**src/rtl/rep_tx_pkg.sv**
```systemverilog
// Shared types and sizing helpers for the repetition-code serial transmitter.
package rep_tx_pkg;

  typedef enum logic [0:0] {
    ST_IDLE = 1'b0,
    ST_SEND = 1'b1
  } state_t;

  // Counter width for a range of n values; never narrower than one bit.
  function automatic int cnt_w(input int n);
    return (n <= 1) ? 1 : $clog2(n);
  endfunction

endpackage

```
**src/rtl/rep_serial_tx_if.sv**
```systemverilog
// Word-input handshake plus serial symbol outputs of rep_serial_tx.
interface rep_serial_tx_if #(
  parameter int DATA_W = 8
);
  logic [DATA_W-1:0] in_data;
  logic              in_valid;
  logic              in_ready;
  logic              tx_bit;
  logic              tx_stb;
  logic              tx_sof;
  logic              tx_eof;
  logic              busy;

  modport master (
    output in_data, in_valid,
    input  in_ready, tx_bit, tx_stb, tx_sof, tx_eof, busy
  );

  modport slave (
    input  in_data, in_valid,
    output in_ready, tx_bit, tx_stb, tx_sof, tx_eof, busy
  );
endinterface

```
**src/rtl/rep_sym_timer.sv**
```systemverilog
// Nested symbol timer: cycles within a symbol slot, then repetitions of one bit.
module rep_sym_timer
  import rep_tx_pkg::*;
#(
  parameter int REP        = 3,
  parameter int BIT_CYCLES = 1
) (
  input  logic clk,
  input  logic rst_n,
  input  logic clear,
  input  logic enable,
  output logic sym_start,
  output logic rep_first,
  output logic rep_last,
  output logic cyc_last
);
  localparam int CW = cnt_w(BIT_CYCLES);
  localparam int RW = cnt_w(REP);
  localparam logic [CW-1:0] CYC_MAX = CW'(BIT_CYCLES - 1);
  localparam logic [RW-1:0] REP_MAX = RW'(REP - 1);

  logic [CW-1:0] cyc_cnt;
  logic [RW-1:0] rep_cnt;

  always_ff @(posedge clk) begin
    if (!rst_n || clear) begin
      cyc_cnt <= '0;
      rep_cnt <= '0;
    end else if (enable) begin
      if (cyc_last) begin
        cyc_cnt <= '0;
        rep_cnt <= rep_last ? '0 : rep_cnt + RW'(1);
      end else begin
        cyc_cnt <= cyc_cnt + CW'(1);
      end
    end
  end

  assign sym_start = (cyc_cnt == '0);
  assign cyc_last  = (cyc_cnt == CYC_MAX);
  assign rep_first = (rep_cnt == '0);
  assign rep_last  = (rep_cnt == REP_MAX);

endmodule

```
**src/rtl/rep_serial_tx.sv**
```systemverilog
// Repetition-code serial transmitter: each word bit, LSB first, sent REP times
// in consecutive symbol slots of BIT_CYCLES clocks each.
module rep_serial_tx
  import rep_tx_pkg::*;
#(
  parameter int DATA_W     = 8,
  parameter int REP        = 3,
  parameter int BIT_CYCLES = 1
) (
  input logic           clk,
  input logic           rst_n,
  rep_serial_tx_if.slave bus
);
  localparam int BW = cnt_w(DATA_W);
  localparam logic [BW-1:0] BIT_MAX = BW'(DATA_W - 1);

  state_t              state;
  logic [DATA_W-1:0]   shreg;
  logic [BW-1:0]       bit_idx;
  logic                sending;
  logic                accept;
  logic                bit_last;
  logic                sym_start;
  logic                rep_first;
  logic                rep_last;
  logic                cyc_last;

  assign sending  = (state == ST_SEND);
  assign accept   = !sending && bus.in_valid;
  assign bit_last = (bit_idx == BIT_MAX);

  rep_sym_timer #(
    .REP        (REP),
    .BIT_CYCLES (BIT_CYCLES)
  ) u_timer (
    .clk       (clk),
    .rst_n     (rst_n),
    .clear     (accept),
    .enable    (sending),
    .sym_start (sym_start),
    .rep_first (rep_first),
    .rep_last  (rep_last),
    .cyc_last  (cyc_last)
  );

  always_ff @(posedge clk) begin
    if (!rst_n) begin
      state   <= ST_IDLE;
      bit_idx <= '0;
      shreg   <= '0;
    end else begin
      case (state)
        ST_IDLE: begin
          if (bus.in_valid) begin
            state   <= ST_SEND;
            bit_idx <= '0;
            shreg   <= bus.in_data;
          end
        end
        ST_SEND: begin
          // A bit is finished once its last repetition's last cycle passes.
          if (cyc_last && rep_last) begin
            if (bit_last) begin
              state <= ST_IDLE;
            end else begin
              bit_idx <= bit_idx + BW'(1);
              shreg   <= shreg >> 1;
            end
          end
        end
        default: state <= ST_IDLE;
      endcase
    end
  end

  assign bus.in_ready = !sending;
  assign bus.busy     = sending;
  assign bus.tx_bit   = sending && shreg[0];
  assign bus.tx_stb   = sending && sym_start;
  assign bus.tx_sof   = sending && sym_start && rep_first && (bit_idx == '0);
  assign bus.tx_eof   = sending && sym_start && rep_last && bit_last;

endmodule

```
**src/flat_wrapper.sv**
```systemverilog
// flat-port wrapper written by rule: the top's interface ports become plain ports
module rep_serial_tx_flat import rep_tx_pkg::*;
#(
  parameter int DATA_W     = 8,
  parameter int REP        = 3,
  parameter int BIT_CYCLES = 1
)
  (clk, rst_n, bus_in_data, bus_in_valid, bus_in_ready, bus_tx_bit, bus_tx_stb, bus_tx_sof, bus_tx_eof, bus_busy);
  rep_serial_tx_if #(.DATA_W(DATA_W)) bus_i ();
  input logic clk;
  input logic rst_n;
  input wire logic [$bits(bus_i.in_data)-1:0] bus_in_data;
  input wire logic [$bits(bus_i.in_valid)-1:0] bus_in_valid;
  output wire logic [$bits(bus_i.in_ready)-1:0] bus_in_ready;
  output wire logic [$bits(bus_i.tx_bit)-1:0] bus_tx_bit;
  output wire logic [$bits(bus_i.tx_stb)-1:0] bus_tx_stb;
  output wire logic [$bits(bus_i.tx_sof)-1:0] bus_tx_sof;
  output wire logic [$bits(bus_i.tx_eof)-1:0] bus_tx_eof;
  output wire logic [$bits(bus_i.busy)-1:0] bus_busy;
  assign bus_i.in_data = bus_in_data;
  assign bus_i.in_valid = bus_in_valid;
  assign bus_in_ready = bus_i.in_ready;
  assign bus_tx_bit = bus_i.tx_bit;
  assign bus_tx_stb = bus_i.tx_stb;
  assign bus_tx_sof = bus_i.tx_sof;
  assign bus_tx_eof = bus_i.tx_eof;
  assign bus_busy = bus_i.busy;
  rep_serial_tx #(.DATA_W(DATA_W), .REP(REP), .BIT_CYCLES(BIT_CYCLES)) u_core (.clk(clk), .rst_n(rst_n), .bus(bus_i));
endmodule
```
**config.mk**
```make
export PLATFORM = sky130hd
export DESIGN_NAME = rep_serial_tx_flat
export DESIGN_NICKNAME = d
export VERILOG_FILES = /design/src/rtl/rep_tx_pkg.sv /design/src/rtl/rep_serial_tx_if.sv /design/src/rtl/rep_sym_timer.sv /design/src/rtl/rep_serial_tx.sv /design/src/flat_wrapper.sv
export SDC_FILE = /design/constraint.sdc
export NUM_CORES = 1
export LEC_CHECK = 0
export CAP_MARGIN = 20
export CORE_UTILIZATION = 45
export DETAILED_ROUTE_END_ITERATION = 10
export GPL_TIMING_DRIVEN = 0
export PLACE_DENSITY = 0.73
export SLEW_MARGIN = 10
export SYNTH_ARGS = -nofsm -noshare
export SYNTH_HDL_FRONTEND = slang
export SYNTH_HIERARCHICAL = 1
export SYNTH_SLANG_ARGS = --single-unit
```
**constraint.sdc**
```tcl
create_clock -name clk -period 2.6 [get_ports clk]
set_clock_uncertainty 0.1 [all_clocks]
set_input_delay 0.52 -clock clk [delete_from_list [all_inputs] [get_ports clk]]
set_output_delay 0.52 -clock clk [all_outputs]
set_load 0.05 [all_outputs]
```
# Word-level counts from Yosys, hierarchy flattened
# Cells that the tools add are included.
[word_totals]
ff_bits = 15
wordCells = 44
[classes]
n_addsub = 3
n_eq_ne = 5
muxes = 14
n_bitwise = 2
n_reduce_logical = 15
[ops]
columns = ["op", "n"]
rows = [
  ["8-bit 2-to-1 mux", 3],
  ["8-bit one-hot mux with 2 select lines", 1],
  ["3-bit 2-to-1 mux", 3],
  ["1-bit logical AND", 8],
  ["2-bit inequality test, second input constant", 3],
  ["3-bit one-hot mux with 2 select lines", 1],
  ["1-bit 2-to-1 mux", 4],
  ["3-bit by 1-bit adder with 3-bit output, second input constant", 1],
  ["3-bit equality test, second input constant", 1],
  ["3-bit logical NOT", 1],
  ["3-bit AND reduction", 1],
  ["2-bit by 1-bit adder with 2-bit output, second input constant", 1],
  ["2-bit equality test, second input constant", 1],
  ["1-bit logical NOT", 2],
  ["2-bit logical NOT", 1],
  ["2-bit 2-to-1 mux", 1],
  ["1-bit inverter", 2],
  ["1-bit one-hot mux with 2 select lines", 1],
  ["2-bit AND reduction", 1],
  ["1-bit adder, second input constant", 1],
  ["1-bit logical OR", 1],
]

# Depth between registers and ports, before layout
# Gate-level depths: netlist of the first run.
[logic_depth]
depth_word = 4
depth_mapped = 6
ltp_nobuf = 5

# Hierarchy
# The synthesis of the first run kept the hierarchy.
[modules_own_cells]
columns = ["mod", "instances", "cells_per_inst", "area_per_inst_um2", "seq_area_each_um2"]
rows = [
  ["rep_serial_tx", 1, 66, 610.6, 240.2],
  ["rep_sym_timer", 1, 14, 122.6, 40.0],
]

# Worst setup path after synthesis of the first run
# Ideal clock, no wire load.
[synth_timing]
kind = "reg2out"
startpoint = "reg u_core.state (netlist: u_core/bus.busy)"
endpoint = "out bus_tx_sof"
arrival_ns = 2.096
t_required_ns = 1.980
setup_slack_ns = -0.116
path_stages_with_launch = 4
n_path_buf = 0
cell_sequence = "dfxtp_1 -> and2_1 -> nand3_1 -> nor2_1"
[synth_between]
elab_chain_cells = 3
[synth_rtl]
columns = ["item", "line_no", "source"]
rows = [
  ["start: declaration", "rep_serial_tx.sv:17", "state_t state;"],
  ["start signal: assignment", "rep_serial_tx.sv:48", "state <= ST_IDLE;"],
  ["start signal: assignment", "rep_serial_tx.sv:55", "state <= ST_SEND;"],
  ["start signal: assignment", "rep_serial_tx.sv:64", "state <= ST_IDLE;"],
  ["1-bit logical AND", "--", ""],
  ["net bus_tx_stb", "flat_wrapper.sv:16", "output wire logic [$bits(bus_i.tx_stb)-1:0] bus_tx_stb;"],
  ["1-bit logical AND (2 in series)", "rep_serial_tx.sv:80", "assign bus.tx_sof = sending && sym_start && rep_first && (bit_idx == '0);"],
  ["end: declaration", "flat_wrapper.sv:17", "output wire logic [$bits(bus_i.tx_sof)-1:0] bus_tx_sof;"],
]
# The timed path passes the listed nets, and every way through them passes these cells.

# Worst setup path after layout of the first run
[layout_timing]
startpoint = "reg u_core.state (netlist: u_core/bus.busy)"
endpoint = "out bus_in_ready"
[layout_between]
elab_chain_cells = 1
[layout_rtl]
columns = ["item", "line_no", "source"]
rows = [
  ["1-bit logical NOT", "rep_serial_tx.sv:76", "assign bus.in_ready = !sending;"],
  ["end: declaration", "flat_wrapper.sv:14", "output wire logic [$bits(bus_i.in_ready)-1:0] bus_in_ready;"],
]
# Every way passes these cells.

==> results.cfg, run 1 <==
[global_route]
grt_pass1_vias = 581
antenna_found_initial = 0
grt_max_degree = 12
overflow = 0
grt_pass1_wl_um = 2510
grt_usage_pct = 18.2

[route]
drtPass1Iterations = 3
drtIter0Drc = 13
wirelength_um = 1460
via_per_inst = 5.50
ant_nets = 0
wire_per_inst_um = 12.6
drcViolationCount = 0
num_vias = 638

[setup_path]
path_buf_inv = 3
cp-start-kind = flop
crit_fanout = 11
worstPathCellList = clkbuf_4 -> inv_2 -> clkdlybuf4s50_1
critical_path.top_delay_family = buffers and inverters
reg2reg_slack_ns = 0.94
required_ns = 1.98
critical-path-max-stage-delay_ns = 0.69
reg2reg_from = u_core/bit_idx[0]
r2r_cells = 5
arrival_ns = 1.84
reg2reg_to = u_core/shreg[5]
cp-end-kind = output pin
crit_type = reg -> out
cp_slowest_cell = clkdlybuf4s50_1

[clock_network]
clk_pin_slew_ns = 0.08
clk_latency_ns = 0.27
clockRootBuffer = clkbuf_4
clockBufferDepth = 2
htree_levels = 1
cts_tree = built
clock_sinks = 14
ctsHoldBuffers = 0
numCtsBuffers = 3

[cells_and_area]
nets = 116
drive_gt1_share_pct = 15.0
design_area_um2 = 938
area_delta_synth_final_pct = 28.0
utilization_pct = 62.3
antennaDiodeCount = 0

[place]
routabilityCongestion = 0.731
dp_hpwl_um = 1080
io_buffer_count = 16
post_dp_cell_area_um2 = 920

[yosys]
synth_cell_types = 29
yosys_warnings = 6
synth_seq_area_share_pct = 38.2
netlist_instances = 80
yosysTopAreaCell = dfxtp_1
synthTopCellsByArea = dfxtp_1, mux2i_1, o31ai_1
synth_edf_count = 0
synthTopCellsByCount = dfxtp_1, a21oi_1, mux2i_1, o31ai_1
yosysTopAreaCellShare_pct = 38.2
syn-cell-area_um2 = 733
yosysMostFrequentCell = dfxtp_1
syn_area_per_cell_um2 = 9.17
async_reset_ff_share_pct = 0
synth_seq_cells = 14
yosys_most_used_dff = dfxtp_1

[pwr]
power.leakage_uw = 0.000401
ir_worst_vdd_mv = 0.301
cellPowerDensity_nw_per_um2 = 474
total_power_uw = 445

[sta]
worstMarginPinSlew_ns = 0.499
fmax_ghz = 0.406
finalSetupTns_ns = 0
drv_slew = 0
max_slew_margin_pct = 66.7
finalHoldViolCount = 0
finalCriticalPeriod_ns = 2.46
rsz0062_at_grt = false
finalSetupViolations = 0
fin_crit_sh_pct = 94.7

[worst_hold_path]
whs_path_depth = 2
hold_class = reg -> reg
hp-start = u_core/shreg[7]
hold_path_end = u_core/shreg[7]

[die]
initial_utilization_pct = 48.7
die_y_um = 42.4
rows = 14
core_um2 = 1510
die-area_um2 = 1790
die_w_um = 42.4
pin_count = 17

[flow_run]
max-cap-violations = 0

[outcome]
outcome = finished clean
-- stage by stage --
step / hold slack, ns / setup WS, ns / std cells
global placement: 0.343 / 0.227 / 113
global route: 0.416 / 0.0589 / 116
floorplan: 0.328 / 0.0860 / 81
CTS: 0.361 / 0.122 / 116
detailed placement: 0.349 / 0.216 / 113
finish: 0.355 / 0.139 / 116
-- tightest hold or removal path, cell delays in order (launching register included) --
cell and delay (ns):
dfxtp_1 0.32, nand2_1 0.05, o21ai_1 0.05
-- layer usage --
| metal | GRT usage (%) | vias up | wire length, µm |
|---|---|---|---|
| met2 | 26.2 | 13 | 666 |
| met1 | 26.4 | 296 | 741 |
| met4 | 9.38 | 0 | 6 |
| li1 | - | 327 | - |
| met3 | 2.59 | 2 | 48 |
| met5 | 0 | - | 0 |
-- power by group --
part | leakage [µW] | switching [µW] | internal [µW]
combinational | 0.000272 | 47.6 | 44.0
sequential | 0.000115 | 9.47 | 227
clock | 0.0000138 | 63.4 | 53.5
total | 0.000401 | 120 | 324
-- registers in the layout (all words and copies together), names as in the netlist --
register	count
u_core/shreg	8
u_core/bus.busy	1
u_core/u_timer/rep_cnt	2
u_core/bit_idx	3
-- how the worst max path moves through the flow --
stage | start | end | slack (ns) | depth (start not counted)
floorplan | u_core/bus.busy | bus_tx_sof | 0.09 | 3
global placement | u_core/bus.busy | bus_tx_bit | 0.23 | 3
detailed placement | u_core/bus.busy | bus_tx_bit | 0.22 | 3
CTS | u_core/bus.busy | bus_in_ready | 0.12 | 3
global route | u_core/bus.busy | bus_in_ready | 0.06 | 3
finish | u_core/bus.busy | bus_in_ready | 0.14 | 3
-- cell type report --
cell class              count  area (µm²)
well taps                  16        20.0
clock buffers               3        22.5
multi-input cells          58         407
repair buffers             16         156
flip-flops and latches     14         280
fillers                   139         568
plain buffers               5        35.0
inverters                   4        17.5
-- repair_timing --
item	in CTS	in global routing
setup buffers	0	0
endpoints found under the setup margin	3	0
resized for setup	3	0
-- cell usage in the layout (no fill, tap or decap), types with 2 or more instances in the layout --
cell type	Yosys	final
inv_1	2	2
dfxtp_1	14	14
o31ai_1	7	7
or2b_2	2	2
o21ai_1	2	2
buf_4	3	3
mux2i_1	7	7
nand3_1	5	5
clkbuf_4	1	4
clkdlybuf4s50_1	0	13
conb_1	1	2
a21oi_1	8	8
and2_1	2	2
dlygate4sd2_1	0	3
nand2_1	5	5
ha_1	3	3
a21boi_1	3	3
-- logic make-up (layout without fill, tap and decap cells) --
kind of cell / after synthesis / count (layout) / share of synthesized area [%]
AO/OA/AOI/OAI: 22 / 22 / 19.5
adder cells (fa/ha/maj): 3 / 3 / 5.12
buffers and inverters: 9 / 28 / 7.17
flip-flops: 14 / 14 / 38.2
multiplexers: 7 / 7 / 9.56
other: 1 / 2 / 0.511
AND/OR/NAND/NOR: 24 / 24 / 20.0
Note: power is estimated with default switching activity, not from simulation.
==> run 2, diff against run 1 <==
--- a/config.mk
+++ b/config.mk
@@ -6,10 +6,11 @@
 export NUM_CORES = 1
 export LEC_CHECK = 0
 export CAP_MARGIN = 20
-export CORE_UTILIZATION = 45
+export CORE_UTILIZATION = 43
 export DETAILED_ROUTE_END_ITERATION = 10
 export GPL_TIMING_DRIVEN = 0
-export PLACE_DENSITY = 0.73
+export PLACE_DENSITY = 0.7
+export REMOVE_ABC_BUFFERS = 1
 export SLEW_MARGIN = 10
 export SYNTH_ARGS = -nofsm -noshare
 export SYNTH_HDL_FRONTEND = slang
==> results.cfg, run 2 (same netlist as run 1, synthesis figures left out) <==
[outcome]
outcome = finished clean

[clock_network]
clk_latency_ns = 0.27
cts_setup_buffers = 0
clk_pin_slew_ns = 0.08
numCtsBuffers = 3
htree_levels = 1
cts_tree = built
clockRootBuffer = clkbuf_4
clockBufferDepth = 2
clock_sinks = 14

[setup_path]
crit_type = reg -> out
cp-start-kind = flop
reg2reg_from = u_core/bit_idx[0]
arrival_ns = 1.90
required_ns = 1.98
critPathLaunch = u_core/bus.busy
crit_fanout = 20
cp-end-kind = output pin

[die]
pin_count = 17
die_w_um = 43.3
die_y_um = 43.3
rows = 14
initial_utilization_pct = 47.6
core_um2 = 1540
die-area_um2 = 1870

[route]
wirelength_um = 1430
num_vias = 608
ant_nets = 0
wire_per_inst_um = 12.9
drcViolationCount = 0
drtIter0Drc = 16
drtPass1Iterations = 4
via_per_inst = 5.48

[sta]
fin_crit_sh_pct = 96.9
finalSetupViolations = 0
finalCriticalPeriod_ns = 2.52
fmax_ghz = 0.397
rsz0062_at_grt = false
finalHoldViolCount = 0
drv_slew = 0
finalSetupTns_ns = 0

[cells_and_area]
final_common_cell = clkdlybuf4s50_1
drive_gt1_share_pct = 10.5
regMostFlops = u_core/shreg
utilization_pct = 58.6
mostFrequentLayoutCells = clkdlybuf4s50_1, dfxtp_1, a21oi_1, mux2i_1, o31ai_1
nets = 111
biggestRegsByFlops = u_core/shreg: 8 flops, u_core/bit_idx: 3 flops, u_core/u_timer/rep_cnt: 2 flops
area_delta_synth_final_pct = 23.2
largest_register_ffs = 8
antennaDiodeCount = 0
final_cells = 111

[global_route]
antenna_found_initial = 0
grt_pass1_wl_um = 2680
grt_pass1_vias = 614
overflow = 0
grt_max_degree = 21
grt_usage_pct = 19.1

[worst_hold_path]
hold_class = reg -> reg
hp-start = u_core/shreg[7]

[flow_run]
max-cap-violations = 0

[place]
dp.cells = 108
routabilityCongestion = 0.716
dp_hpwl_um = 987
io_buffer_count = 16

[pwr]
power.leakage_uw = 0.000375
cellPowerDensity_nw_per_um2 = 488
total_power_uw = 441
ir_worst_vdd_mv = 0.318
==> run 2: cell count changes in the layout (fill, tap and decap cells not counted) <==
cell | previous run | this run
buf_4 | 3 | 0
buf_2 | 1 | 0
clkbuf_4 | 4 | 3
clkdlybuf4s50_1 | 13 | 14
dfxtp_1 | 14 | 13
dfxtp_2 | 0 | 1
dlygate4sd2_1 | 3 | 2
nor2_1 | 1 | 2
nor2_2 | 1 | 0
==> run 2: what timing repair did <==
item / CTS / global route
hold buffers: 0 / 0
gates resized for setup: 3 / 0
endpoints found under the setup margin: 5 / 0
endpoints found under the hold margin: 0 / 0
==> run 2: worst max-delay path, stage by stage (launching register included) <==
cell and delay, ns:
dfxtp_2 0.59, and2_1 0.23, clkdlybuf4s50_1 0.81
==> run 2: stage by stage <==
| stage | worst slack [ns] | hold WS, ns | cell area [µm²] |
|---|---|---|---|
| 6_report | 0.0812 | 0.360 | 903 |
| 5_1_grt | 0.00177 | 0.400 | 903 |
| 4_1_cts | 0.0647 | 0.363 | 903 |
| 3_5_place_dp | -0.0530 | 0.350 | 882 |
| 3_3_place_gp | -0.0338 | 0.339 | 882 |
| 2_1_floorplan | -0.378 | 0.328 | 702 |
==> run 2: cell type report <==
| cell class | count | area [µm²] |
|---|---|---|
| multi-input cells | 58 | 404 |
| clock buffers | 3 | 22.5 |
| well taps | 16 | 20.0 |
| flip-flops and latches | 14 | 282 |
| repair buffers | 16 | 158 |
| fillers | 145 | 638 |
| inverters | 4 | 17.5 |
==> run 2: path summary, 6_finish.rpt <==
path,end,slack [ns],cells past startpoint
max,bus_tx_stb,0.08,2
min,u_core/shreg[7],0.36,2
max reg2reg,u_core/shreg[0],0.91,5
min reg2reg,u_core/shreg[7],0.36,2
==> run 2: metal layers <==
metal / global-route usage, % / up-vias / part of all wire, %
met5: 0 / - / 0
met3: 2.55 / 2 / 3.1
met4: 10.9 / 0 / 1.4
li1: - / 316 / -
met2: 29.3 / 13 / 45
met1: 25.3 / 277 / 51
==> run 2: power breakdown <==
group / leakage, µW / switching [µW] / total, µW / internal (µW)
sequential: 0.000115 / 13.1 / 240 / 227
combinational: 0.000246 / 41.8 / 82.6 / 40.8
clock: 0.0000138 / 64.4 / 118 / 53.5
total: 0.000375 / 119 / 441 / 321
==> run 3, diff against run 2 <==
--- a/config.mk
+++ b/config.mk
@@ -6,6 +6,8 @@
 export NUM_CORES = 1
 export LEC_CHECK = 0
 export CAP_MARGIN = 20
+export CORE_ASPECT_RATIO = 1.25
+export CORE_MARGIN = 3
 export CORE_UTILIZATION = 43
 export DETAILED_ROUTE_END_ITERATION = 10
 export GPL_TIMING_DRIVEN = 0
==> results.cfg, run 3 (same netlist as run 1, synthesis figures left out) <==
[outcome]
outcome = finished clean

[cells_and_area]
largest_register_ffs = 8
mostFrequentLayoutCells = clkdlybuf4s50_1, dfxtp_1, a21oi_1, mux2i_1, o31ai_1
drive_gt1_share_pct = 10.5
regMostFlops = u_core/shreg
antennaDiodeCount = 0
fillers = 145
biggestRegsByFlops = u_core/shreg: 8 flops, u_core/bit_idx: 3 flops, u_core/u_timer/rep_cnt: 2 flops
utilization_pct = 57.4
nets = 111
area_delta_synth_final_pct = 23.9
final_cells = 113

[die]
initial_utilization_pct = 46.4
core_um2 = 1580
die_w_um = 42.9
die_y_um = 52.2
die-area_um2 = 2240
rows = 16
pin_count = 17

[clock_network]
numCtsBuffers = 3
clk_pin_slew_ns = 0.08
clockRootBuffer = clkbuf_4
clockBufferDepth = 2
cts_tree = built
ctsHoldBuffers = 0
clock_sinks = 14
clk_latency_ns = 0.27
cts_setup_buffers = 0
htree_levels = 1

[route]
drtPass1Iterations = 2
num_vias = 592
wire_per_inst_um = 11.6
wirelength_um = 1310
drcViolationCount = 0
via_per_inst = 5.24
ant_nets = 0
drtIter0Drc = 7

[sta]
max_slew_margin_pct = 66.7
fin_crit_sh_pct = 94.5
rsz0062_at_grt = false
drv_slew = 0
fmax_ghz = 0.407
finalHoldViolCount = 0
finalCriticalPeriod_ns = 2.46
finalSetupViolations = 0
worstMarginPinSlew_ns = 0.499

[setup_path]
crit_type = reg -> out
crit_fanout = 20
reg2reg_to = u_core/shreg[4]
required_ns = 1.98
worstPathCellList = and2_1 -> clkdlybuf4s50_1
critical-path-max-stage-delay_ns = 0.80
reg2reg_from = u_core/bit_idx[0]
cp-end-kind = output pin
cp-start-kind = flop
arrival_ns = 1.84
cp_slowest_cell = clkdlybuf4s50_1
reg2reg_slack_ns = 0.95
critPathLaunch = u_core/bus.busy
r2r_cells = 5

[pwr]
cellPowerDensity_nw_per_um2 = 484
ir_worst_vdd_mv = 0.258
power.leakage_uw = 0.000390

[worst_hold_path]
hold_path_end = u_core/shreg[7]
hp-start = u_core/shreg[7]
hold_class = reg -> reg
whs_path_depth = 2

[global_route]
grt_pass1_wl_um = 2190
antenna_found_initial = 0
grt_max_degree = 21
overflow = 0
grt_usage_pct = 13.1
grt_pass1_vias = 536

[place]
dp.cells = 110
dp_hpwl_um = 928
routabilityCongestion = 0.726
io_buffer_count = 16

[flow_run]
max-cap-violations = 0
-- run 3: cell types whose count changed in the layout (fill, tap and decap cells not counted) --
cell | before | now
clkdlybuf4s50_1 | 14 | 13
dlymetal6s2s_1 | 0 | 1
-- run 3: metal layers --
metal  vias up  part of all wire, %  global-route usage [%]
li1        315                    -                       -
met3         2                  4.4                    2.08
met1       265                   47                    15.9
met4         0                  1.1                    9.05
met5         -                    0                       0
met2        10                   47                    21.0
-- run 3: report_power, final --
part / internal, µW / total (µW) / switching [µW]
Clock: 53.6 / 118 / 64.8
Sequential: 227 / 239 / 12.5
Combinational: 40.7 / 82.3 / 41.7
Total: 321 / 440 / 119
-- run 3: what timing repair did --
| action | CTS | global route |
|---|---|---|
| endpoints found under the setup margin | 5 | 1 |
| resized for setup | 3 | 1 |
| hold endpoints to repair | 0 | 0 |
-- run 3: final cells by class --
cell class | instances | area [µm²] | area share, %
Tap cell | 18 | 22.5 | 2.48
Sequential cell | 14 | 282 | 31.0
Multi-Input combinational cell | 58 | 404 | 44.5
Inverter | 4 | 17.5 | 1.93
Clock buffer | 3 | 22.5 | 2.48
Timing Repair Buffer | 16 | 160 | 17.6
-- run 3: how the worst max path moves through the flow --
stage	endpoint	slack, ns	cells past startpoint
after floorplan	bus_tx_sof	-0.38	3
final	bus_tx_bit	0.14	2
after CTS	bus_tx_stb	0.06	2
after global placement	bus_tx_sof	-0.04	4
after global routing	bus_tx_bit	0.06	2
after detailed placement	bus_tx_sof	-0.05	4
-- run 3: critical path, delay by kind of cell, from the launching register on --
family | cells | cell delay [ns]
buffers and inverters | 1 | 0.80
and+or+nand+nor | 1 | 0.19
DFF | 1 | 0.58
-- run 3: metrics by stage --
stage	cell area, µm²	setup WS (ns)	hold WS [ns]	power, µW	setup TNS (ns)
2_1_floorplan	702	-0.378	0.328	294	-0.500
3_3_place_gp	885	-0.0413	0.340	327	-0.0476
3_5_place_dp	885	-0.0545	0.350	328	-0.0811
4_1_cts	906	0.0607	0.363	447	0
5_1_grt	908	0.0565	0.385	463	0
6_report	908	0.142	0.358	440	0
